===== config.mk =====
export PLATFORM = sky130hd
export DESIGN_NAME = ddr_frame_arbiter
export DESIGN_NICKNAME = d
export VERILOG_FILES = /design/src/rtl/ddr_frame_arbiter.sv
export SDC_FILE = /design/constraint.sdc
export NUM_CORES = 1
export LEC_CHECK = 0
export ABC_CLOCK_PERIOD_IN_PS = 5200
export BUFFER_PORTS_ARGS = -buffer_cell sky130_fd_sc_hd__buf_4
export CAP_MARGIN = 40
export CORE_MARGIN = 4
export CORE_UTILIZATION = 57
export DETAILED_ROUTE_END_ITERATION = 8
export PLACE_DENSITY_LB_ADDON = 0.15
export SLEW_MARGIN = 15
export SYNTH_ARGS = -nofsm -noshare
export SYNTH_HDL_FRONTEND = slang
export SYNTH_SLANG_ARGS = --single-unit

===== constraint.sdc =====
create_clock -name c3_clk0 -period 5.2 [get_ports c3_clk0]
set_clock_uncertainty 0.05 [all_clocks]
set_input_delay 0.26 -clock c3_clk0 [delete_from_list [all_inputs] [get_ports c3_clk0]]
set_output_delay 0.26 -clock c3_clk0 [all_outputs]
set_load 0.02 [all_outputs]

===== src/rtl/ddr_frame_arbiter.sv =====
// ddr_frame_arbiter
// Sequences the shared DDR command port between the camera write path and
// the LCD read path. Issues fixed-length bursts under round-robin
// arbitration, owns the frame-buffer word pointers and swaps banks on frame
// boundaries so the LCD always scans out the last completed camera frame.
//
// Build option: define FRAME_PINGPONG_EN for two-bank operation. Without it
// both banks are tied to 0 and every address is based on BANK0_BASE.
//
// Ports:
//   c3_clk0         controller clock (only clock)
//   reset_n         asynchronous active-low reset
//   calib_done      DDR calibration complete; gates all command issue
//   wr_fifo_count   words waiting in the camera write FIFO
//   wr_frame_start  camera frame-start pulse (synchronized)
//   rd_fifo_space   free words in the LCD read FIFO
//   rd_frame_start  LCD frame-start pulse (synchronized)
//   cmd_full        controller command FIFO full
//   cmd_en          command strobe, one cycle per command
//   cmd_instr       3'b000 write, 3'b001 read
//   cmd_bl          burst length minus one
//   cmd_byte_addr   burst start byte address
//   wr_bank         bank currently being written
//   rd_bank         bank currently being read
//   frame_drop_cnt  saturating count of incomplete camera frames
module ddr_frame_arbiter #(
  parameter int unsigned BURST_LEN   = 32,
  parameter int unsigned FRAME_WORDS = 32640,
  parameter logic [29:0] BANK0_BASE  = 30'h0000_0000,
  parameter logic [29:0] BANK1_BASE  = 30'h0040_0000
) (
  input  logic        c3_clk0,
  input  logic        reset_n,
  input  logic        calib_done,
  input  logic [6:0]  wr_fifo_count,
  input  logic        wr_frame_start,
  input  logic [6:0]  rd_fifo_space,
  input  logic        rd_frame_start,
  input  logic        cmd_full,
  output logic        cmd_en,
  output logic [2:0]  cmd_instr,
  output logic [5:0]  cmd_bl,
  output logic [29:0] cmd_byte_addr,
  output logic        wr_bank,
  output logic        rd_bank,
  output logic [7:0]  frame_drop_cnt
);

  localparam logic [6:0]  BURST_CNT = 7'(BURST_LEN);
  localparam logic [15:0] BURST_PTR = 16'(BURST_LEN);
  localparam logic [15:0] FRAME_PTR = 16'(FRAME_WORDS);

  typedef enum logic [1:0] {S_IDLE, S_ARB, S_ISSUE, S_HOLD} state_t;

  state_t      state;
  logic [15:0] wr_ptr;
  logic [15:0] rd_ptr;
  logic        last_grant;
  logic [1:0]  holdoff;

  logic wr_elig;
  logic rd_elig;
  logic grant_rd;
  logic strobe;
  logic wr_done;

  function automatic logic [29:0] burst_addr(input logic bank, input logic [15:0] ptr);
    burst_addr = (bank ? BANK1_BASE : BANK0_BASE) + {11'd0, ptr, 3'd0};
  endfunction

  assign cmd_bl = 6'(BURST_LEN - 1);

  always_comb begin
    wr_elig  = (wr_fifo_count >= BURST_CNT) && (wr_ptr < FRAME_PTR);
    rd_elig  = (rd_fifo_space >= BURST_CNT) && (rd_ptr < FRAME_PTR);
    // Both eligible: serve the path that did not win last time.
    grant_rd = rd_elig && (!wr_elig || !last_grant);
    strobe   = calib_done && (state == S_ISSUE) && !cmd_full;
    wr_done  = (wr_ptr == FRAME_PTR);
  end

`ifdef FRAME_PINGPONG_EN
  logic wr_bank_nx;

  // The read side follows the write bank as it will be after this edge.
  assign wr_bank_nx = (wr_frame_start && wr_done) ? ~wr_bank : wr_bank;

  always_ff @(posedge c3_clk0 or negedge reset_n) begin
    if (!reset_n) begin
      wr_bank <= 1'b0;
      rd_bank <= 1'b1;
    end else begin
      wr_bank <= wr_bank_nx;
      if (rd_frame_start) rd_bank <= ~wr_bank_nx;
    end
  end
`else
  assign wr_bank = 1'b0;
  assign rd_bank = 1'b0;
`endif

  always_ff @(posedge c3_clk0 or negedge reset_n) begin
    if (!reset_n) begin
      state          <= S_IDLE;
      cmd_en         <= 1'b0;
      cmd_instr      <= '0;
      cmd_byte_addr  <= '0;
      wr_ptr         <= '0;
      rd_ptr         <= '0;
      last_grant     <= 1'b1;
      holdoff        <= '0;
      frame_drop_cnt <= '0;
    end else begin
      cmd_en <= 1'b0;

      if (!calib_done) begin
        state <= S_IDLE;
      end else begin
        unique case (state)
          S_IDLE: state <= S_ARB;
          S_ARB: begin
            if (wr_elig || rd_elig) begin
              cmd_instr     <= {2'b00, grant_rd};
              cmd_byte_addr <= grant_rd ? burst_addr(rd_bank, rd_ptr)
                                        : burst_addr(wr_bank, wr_ptr);
              state         <= S_ISSUE;
            end
          end
          S_ISSUE: begin
            if (!cmd_full) begin
              cmd_en     <= 1'b1;
              last_grant <= cmd_instr[0];
              holdoff    <= 2'd2;
              state      <= S_HOLD;
            end
          end
          S_HOLD: begin
            holdoff <= holdoff - 2'd1;
            if (holdoff <= 2'd1) state <= S_ARB;
          end
          default: state <= S_IDLE;
        endcase
      end

      // Frame-start clears win over a same-cycle advance; the burst that
      // already went out keeps the address it was latched with.
      if (wr_frame_start) wr_ptr <= '0;
      else if (strobe && !cmd_instr[0]) wr_ptr <= wr_ptr + BURST_PTR;

      if (rd_frame_start) rd_ptr <= '0;
      else if (strobe && cmd_instr[0]) rd_ptr <= rd_ptr + BURST_PTR;

      if (wr_frame_start && !wr_done && (frame_drop_cnt != 8'hFF))
        frame_drop_cnt <= frame_drop_cnt + 8'd1;
    end
  end

endmodule

==> out/qor.yml, run 1 <==
status: "complete, no violations"
gp_congestion: 0.793
r2r_start: "wr_ptr[9]"
fmax_mhz: 415
start_util_pct: 59.9
dpl.hpwl_mm: 3.38
dr.pass1.iters: 4
setup_violations: 0
core_um2: 4440
ys_seq_area_share_pct: 45.2
worst_pin_slew_ns: 0.818
clk_pin_slew_ns: 0.08
synth_seq_cells: 48
min_period_over_period_pct: 46.3
vias: 1737
slew_viol_final: 0
grt_max_degree: 49
num_rows: 24
vias_per_cell: 5.26
area_delta_synth_final_pct: 8.46
rsz0062_at_grt: "false"
overflow: 0
worst_ep_required_time_ns: 5.33
syn_inst: 247
nFillCells: 371
clkSinkCount: 48
crit_buf_inv: 0
ys_warn_count: 0
die_h_um: 76.3
io_buffer_count: 30
drv_cap: 0
layout.cells.non_filler: 330
dp.cells: 321
drive_gt1_share_pct: 23.4
synthDistinctLibCells: 39
htreeDepth: 2
grt_pass1_vias: 1641
cpPeakStageDelay_ns: 0.62
drc: 0
yosysTopAreaCell: "dfrtp_1"
startpoint: "wr_ptr[9]"
worstSetupEndpointType: "flip-flop"
post_drt_wl_per_cell_um: 13.8
clock_latency_ns: 0.30
grt_usage_pct: 16.7
path_max_fanout: 12
dieArea_um2: 5830
path_delay_family: "simple AND/OR/NAND/NOR gates"
wl_mm: 4.57
crit_path_cell_trace: "nand4_1 -> o221ai_1 -> and2_2 -> nor2_2 -> mux2_2"
final_nets: 304
cts_tree: "built"
synth.area.top_cells: "dfrtp_1 44%, mux2_4 10%, buf_4 8.2%"
power.leakage_uw: 0.00139
die_w_um: 76.3
max-slew-margin-rel_pct: 45.4
syn_area_um2: 2660
cts_setup_buffers: 0
cts_buffers: 5
p_per_area_nw_per_um2: 339
hold_path_class: "primary input to flip-flop"
drtIter0Drc: 93
crit_arrival_ns: 2.54
antenna_cells: 0
clockBufferDepth: 2
io_pins: 70
grt_pass1_wl_mm: 7.87
cp_slowest_cell: "nor2_2"
min_from: "cmd_full"
irDropWorstVdd_uv: 270
crit_type: "flip-flop to flip-flop"
synth_top_area_share_pct: 44.2
final.setup.tns_ns: 0
synth_area_per_cell_um2: 10.8
hold_viol_final: 0
cts_root_buffer: "clkbuf_8"
crit_path_start_kind: "flip-flop"
ant_nets: 0
fin_crit_ns: 2.41
antenna_found_initial: 0
r2r_setup_slack_ns: 2.79
[what timing repair did]
action                                 in CTS  in global routing
endpoints found under the hold margin      47                  0
gates resized for setup                     0                  0
hold buffers                                1                  0
[flip-flops by register name, indices dropped and copies added (netlist names)]
register / count
holdoff: 2
state: 2
rd_ptr: 11
cmd_instr: 1
wr_ptr: 11
cmd_en: 1
last_grant: 1
frame_drop_cnt: 8
cmd_byte_addr: 11
[cells by family (layout without fill, tap and decap cells)]
group | after synthesis | in the layout | share of synthesized area, %
adder cells (fa/ha/maj) | 7 | 7 | 3.29
AND/OR/NAND/NOR | 78 | 78 | 14.8
AO/OA/AOI/OAI | 21 | 21 | 5.40
XOR/XNOR | 23 | 23 | 7.57
buffers and inverters | 44 | 48 | 10.9
multiplexers | 24 | 24 | 12.6
flip-flops | 48 | 48 | 45.2
other | 2 | 29 | 0.282
[cell usage in the layout, fill, tap and decap left out, types with 7 or more instances in the layout]
| cell type | n |
|---|---|
| xnor2_1 | 14 |
| nand3_1 | 10 |
| ha_1 | 7 |
| nand2_1 | 15 |
| buf_4 | 30 |
| mux2_4 | 18 |
| xor2_1 | 9 |
| nor2_1 | 20 |
| inv_1 | 9 |
| conb_1 | 29 |
| o21ai_0 | 7 |
| dfrtp_1 | 47 |
| nand4_1 | 10 |
[per-stage QoR]
| stage | power (µW) | area (µm²) | setup WS [ns] | util [%] | hold WS (ns) |
|---|---|---|---|---|---|
| floorplan | 703 | 2760 | 3.32 | - | -0.0856 |
| global placement | 766 | 2800 | 2.80 | 63.0 | 0.260 |
| detailed placement | 776 | 2800 | 2.79 | 63.0 | 0.257 |
| CTS | 990 | 2890 | 2.77 | 65.0 | 0.103 |
| global route | 1040 | 2890 | 2.59 | 65.0 | 0.119 |
| finish | 978 | 2890 | 2.79 | 65.0 | 0.110 |
[layout make-up]
type / instances / area (µm²) / share of cell area (%)
multi-input cells: 182 / 1270 / 44.0
flip-flops and latches: 48 / 1200 / 41.6
repair buffers: 31 / 235 / 8.15
clock buffers: 8 / 80.1 / 2.77
well taps: 52 / 65.1 / 2.25
inverters: 9 / 33.8 / 1.17
[cells in the mapped netlist]
library cell	count
or2_2	1
nand4_1	10
o21ba_4	1
a21oi_1	6
xnor2_1	14
xor2_1	9
o21ai_0	7
o22a_1	1
o221ai_2	1
ha_1	7
nor2_1	20
and2_2	1
nor3b_1	1
mux2_4	18
buf_4	29
conb_1	2
clkbuf_1	3
nor3_1	5
nand2_1	15
a211oi_1	1
inv_1	9
or3_2	1
mux2_2	4
buf_2	1
nor2b_1	2
nand3_1	10
or3_1	4
a31oi_1	2
dfrtp_1	47
mux2i_1	2
nor2_2	1
o211a_1	1
nor4_1	2
buf_6	2
o221ai_1	1
dfstp_2	1
and4bb_2	1
nand4b_1	1
and3_1	3
[report_power, final]
part | internal, µW | switching [µW] | leakage [µW]
clock | 95.7 | 115 | 0.0000395
sequential | 425 | 50.4 | 0.000645
combinational | 131 | 161 | 0.000703
total | 652 | 326 | 0.00139
[layer usage]
layer  vias to the layer above  wire length, µm  track usage (%)  share of wire (%)
li1                        844                -                -                  -
met1                       837             2070             22.1                 45
met2                        49             2160             26.6                 47
met3                         7              258             3.90                5.6
met4                         0               73             6.52                1.6
met5                         -                0                0                  0
[path summary, 6_finish.rpt]
| kind | endpoint | cells after the start |
|---|---|---|
| worst max-delay path | cmd_byte_addr[8] | 5 |
| worst min-delay path | cmd_en | 2 |
| worst max register to register | cmd_byte_addr[8] | 5 |
| worst min register to register | holdoff[0] | 1 |
| max in group asynchronous | holdoff[0] | 2 |
| min in group asynchronous | cmd_byte_addr[17] | 2 |
Note: power is estimated with default switching activity, not from simulation.
==> run 2, diff against run 1 <==
--- a/config.mk
+++ b/config.mk
@@ -5,11 +5,11 @@
 export SDC_FILE = /design/constraint.sdc
 export NUM_CORES = 1
 export LEC_CHECK = 0
-export ABC_CLOCK_PERIOD_IN_PS = 5200
+export ABC_CLOCK_PERIOD_IN_PS = 2200
 export BUFFER_PORTS_ARGS = -buffer_cell sky130_fd_sc_hd__buf_4
 export CAP_MARGIN = 40
 export CORE_MARGIN = 4
-export CORE_UTILIZATION = 57
+export CORE_UTILIZATION = 48
 export DETAILED_ROUTE_END_ITERATION = 8
 export PLACE_DENSITY_LB_ADDON = 0.15
 export SLEW_MARGIN = 15
==> constraint.sdc (replaced) <==
create_clock -name c3_clk0 -period 2.2 [get_ports c3_clk0]
set_clock_uncertainty 0.05 [all_clocks]
set_input_delay 0.11 -clock c3_clk0 [delete_from_list [all_inputs] [get_ports c3_clk0]]
set_output_delay 0.11 -clock c3_clk0 [all_outputs]
set_load 0.02 [all_outputs]
==> run 2 against run 1 <==
Count of clock-buffer cells in the layout fell by 2. Sequential share of layout area fell by 1.6 points. Total power increased by 140%. Critical path depth up 1. Non-clock buffer count is 10 higher. Global-route usage down 1.3 points. Core utilization is 7.6 points lower. Wire length increased by 5.8%. Maximum frequency rose by 20%. Largest cell class unchanged. Highest routed layer unchanged.
==> out/qor.yml, run 2 (synthesis results as in run 1) <==
worstSetupEndpointType: "flip-flop"
min_from: "rd_frame_start"
cts_buffers: 5
fmax_mhz: 498
worst_pin_slew_ns: 0.595
clkSinkCount: 48
io_buffer_count: 30
antenna_found_initial: 0
crit_arrival_ns: 2.15
cts_root_buffer: "clkbuf_8"
cts_tree: "built"
dr.pass1.iters: 4
p_int_uw: 1550
gp_congestion: 0.766
die_w_um: 82.5
post_drt_wl_per_cell_um: 13.5
wl_mm: 4.84
worst_ep_required_time_ns: 2.34
startpoint: "wr_ptr[10]"
clockBufferDepth: 2
io_pins: 70
final.setup.tns_ns: 0
combPwrFrac_pct: 30.6
final_nets: 314
slew_viol_final: 0
power.leakage_uw: 0.00144
drive_gt1_share_pct: 26.5
power.total_uw: 2330
min_period_over_period_pct: 91.3
ant_nets: 0
irDropWorstVdd_uv: 586
area_delta_synth_final_pct: 12.8
antenna_cells: 0
r2r_start: "wr_ptr[10]"
vias_per_cell: 4.96
num_rows: 26
drtIter0Drc: 68
die_h_um: 82.5
dpl.hpwl_mm: 3.59
fin_crit_ns: 2.01
grt_usage_pct: 15.4
final_core_util_pct: 57.4
final_cell_mix: "47 x dfrtp_1, 38 x buf_4, 29 x conb_1"
hold_viol_final: 0
status: "complete, no violations"
p_sw_uw: 781
crit_type: "flip-flop to flip-flop"
p_per_area_nw_per_um2: 775
drv_cap: 0
crit_path_start_kind: "flip-flop"
setup_violations: 0
seq_power_share_pct: 48.2
grt_max_degree: 49
core_um2: 5240
vias: 1772
drc: 0
max-slew-margin-rel_pct: 60.3
clk_pin_slew_ns: 0.08
start_util_pct: 50.8
clock_latency_ns: 0.30
grt_pass1_wl_mm: 7.85
rsz0062_at_grt: "false"
hold_path_class: "primary input to flip-flop"
dieArea_um2: 6800
cts_setup_buffers: 0
clkPwrFrac_pct: 21.2
switching_share_pct: 33.5
top_regs: "cmd_byte_addr: 11 flops, rd_ptr: 11 flops, wr_ptr: 11 flops"
grt_pass1_vias: 1693
whs_ns: 0.0160
layout_commonest_cell: "dfrtp_1"
htreeDepth: 2
overflow: 0
path_max_fanout: 11
## run 2: per-stage QoR
step / std cells / setup WS (ns) / instance area [µm²]
finish: 357 / 0.191 / 3000
global route: 357 / 0.0527 / 3000
CTS: 357 / 0.127 / 3000
detailed placement: 348 / 0.148 / 2900
global placement: 348 / 0.192 / 2900
floorplan: 274 / 0.319 / 2760
## run 2: power groups by stage
stage / sequential (µW) / clock [µW] / combinational (µW)
finish: 1120 / 494 / 712
floorplan: 1210 / 0 / 452
CTS: 1120 / 510 / 721
global placement: 1140 / 0 / 701
detailed placement: 1140 / 0 / 719
global route: 1140 / 551 / 780
## run 2: routing by layer
| metal | routed length, µm | track usage [%] |
|---|---|---|
| met1 | 2320 | 21.2 |
| met2 | 2160 | 23.0 |
| met3 | 283 | 4.01 |
| met4 | 73 | 6.48 |
| met5 | 0 | 0 |
## run 2: final timing paths
| path | to | slack [ns] | cells after the start |
|---|---|---|---|
| min reg2reg | holdoff[0] | 0.44 | 1 |
| max | cmd_byte_addr[8] | 0.19 | 6 |
| max reg2reg | cmd_byte_addr[8] | 0.19 | 6 |
| max in group asynchronous | holdoff[1] | 1.38 | 2 |
| min | rd_ptr[11] | 0.02 | 2 |
| min in group asynchronous | cmd_byte_addr[18] | 0.32 | 2 |
## run 2: critical path, cell delays in order (launching register included)
cell	delay [ns]
dfrtp_1	0.42
nand4_1	0.18
o221ai_2	0.22
buf_4	0.16
o21ba_4	0.27
mux2_2	0.36
mux2_2	0.26
## run 2: what timing repair did
| item | 4_1_cts | 5_1_grt |
|---|---|---|
| gates resized for setup | 0 | 1 |
| endpoints found under the hold margin | 48 | 0 |
| hold buffers | 2 | 0 |
| endpoints found under the setup margin | 0 | 1 |
## run 2: area by class of cell
| cell class | instances | area [µm²] |
|---|---|---|
| fillers | 479 | 2230 |
| multi-input cells | 182 | 1280 |
| flip-flops and latches | 48 | 1200 |
| repair buffers | 41 | 325 |
| well taps | 70 | 87.6 |
| clock buffers | 6 | 72.6 |
| inverters | 9 | 33.8 |
| clock inverters | 1 | 5.00 |
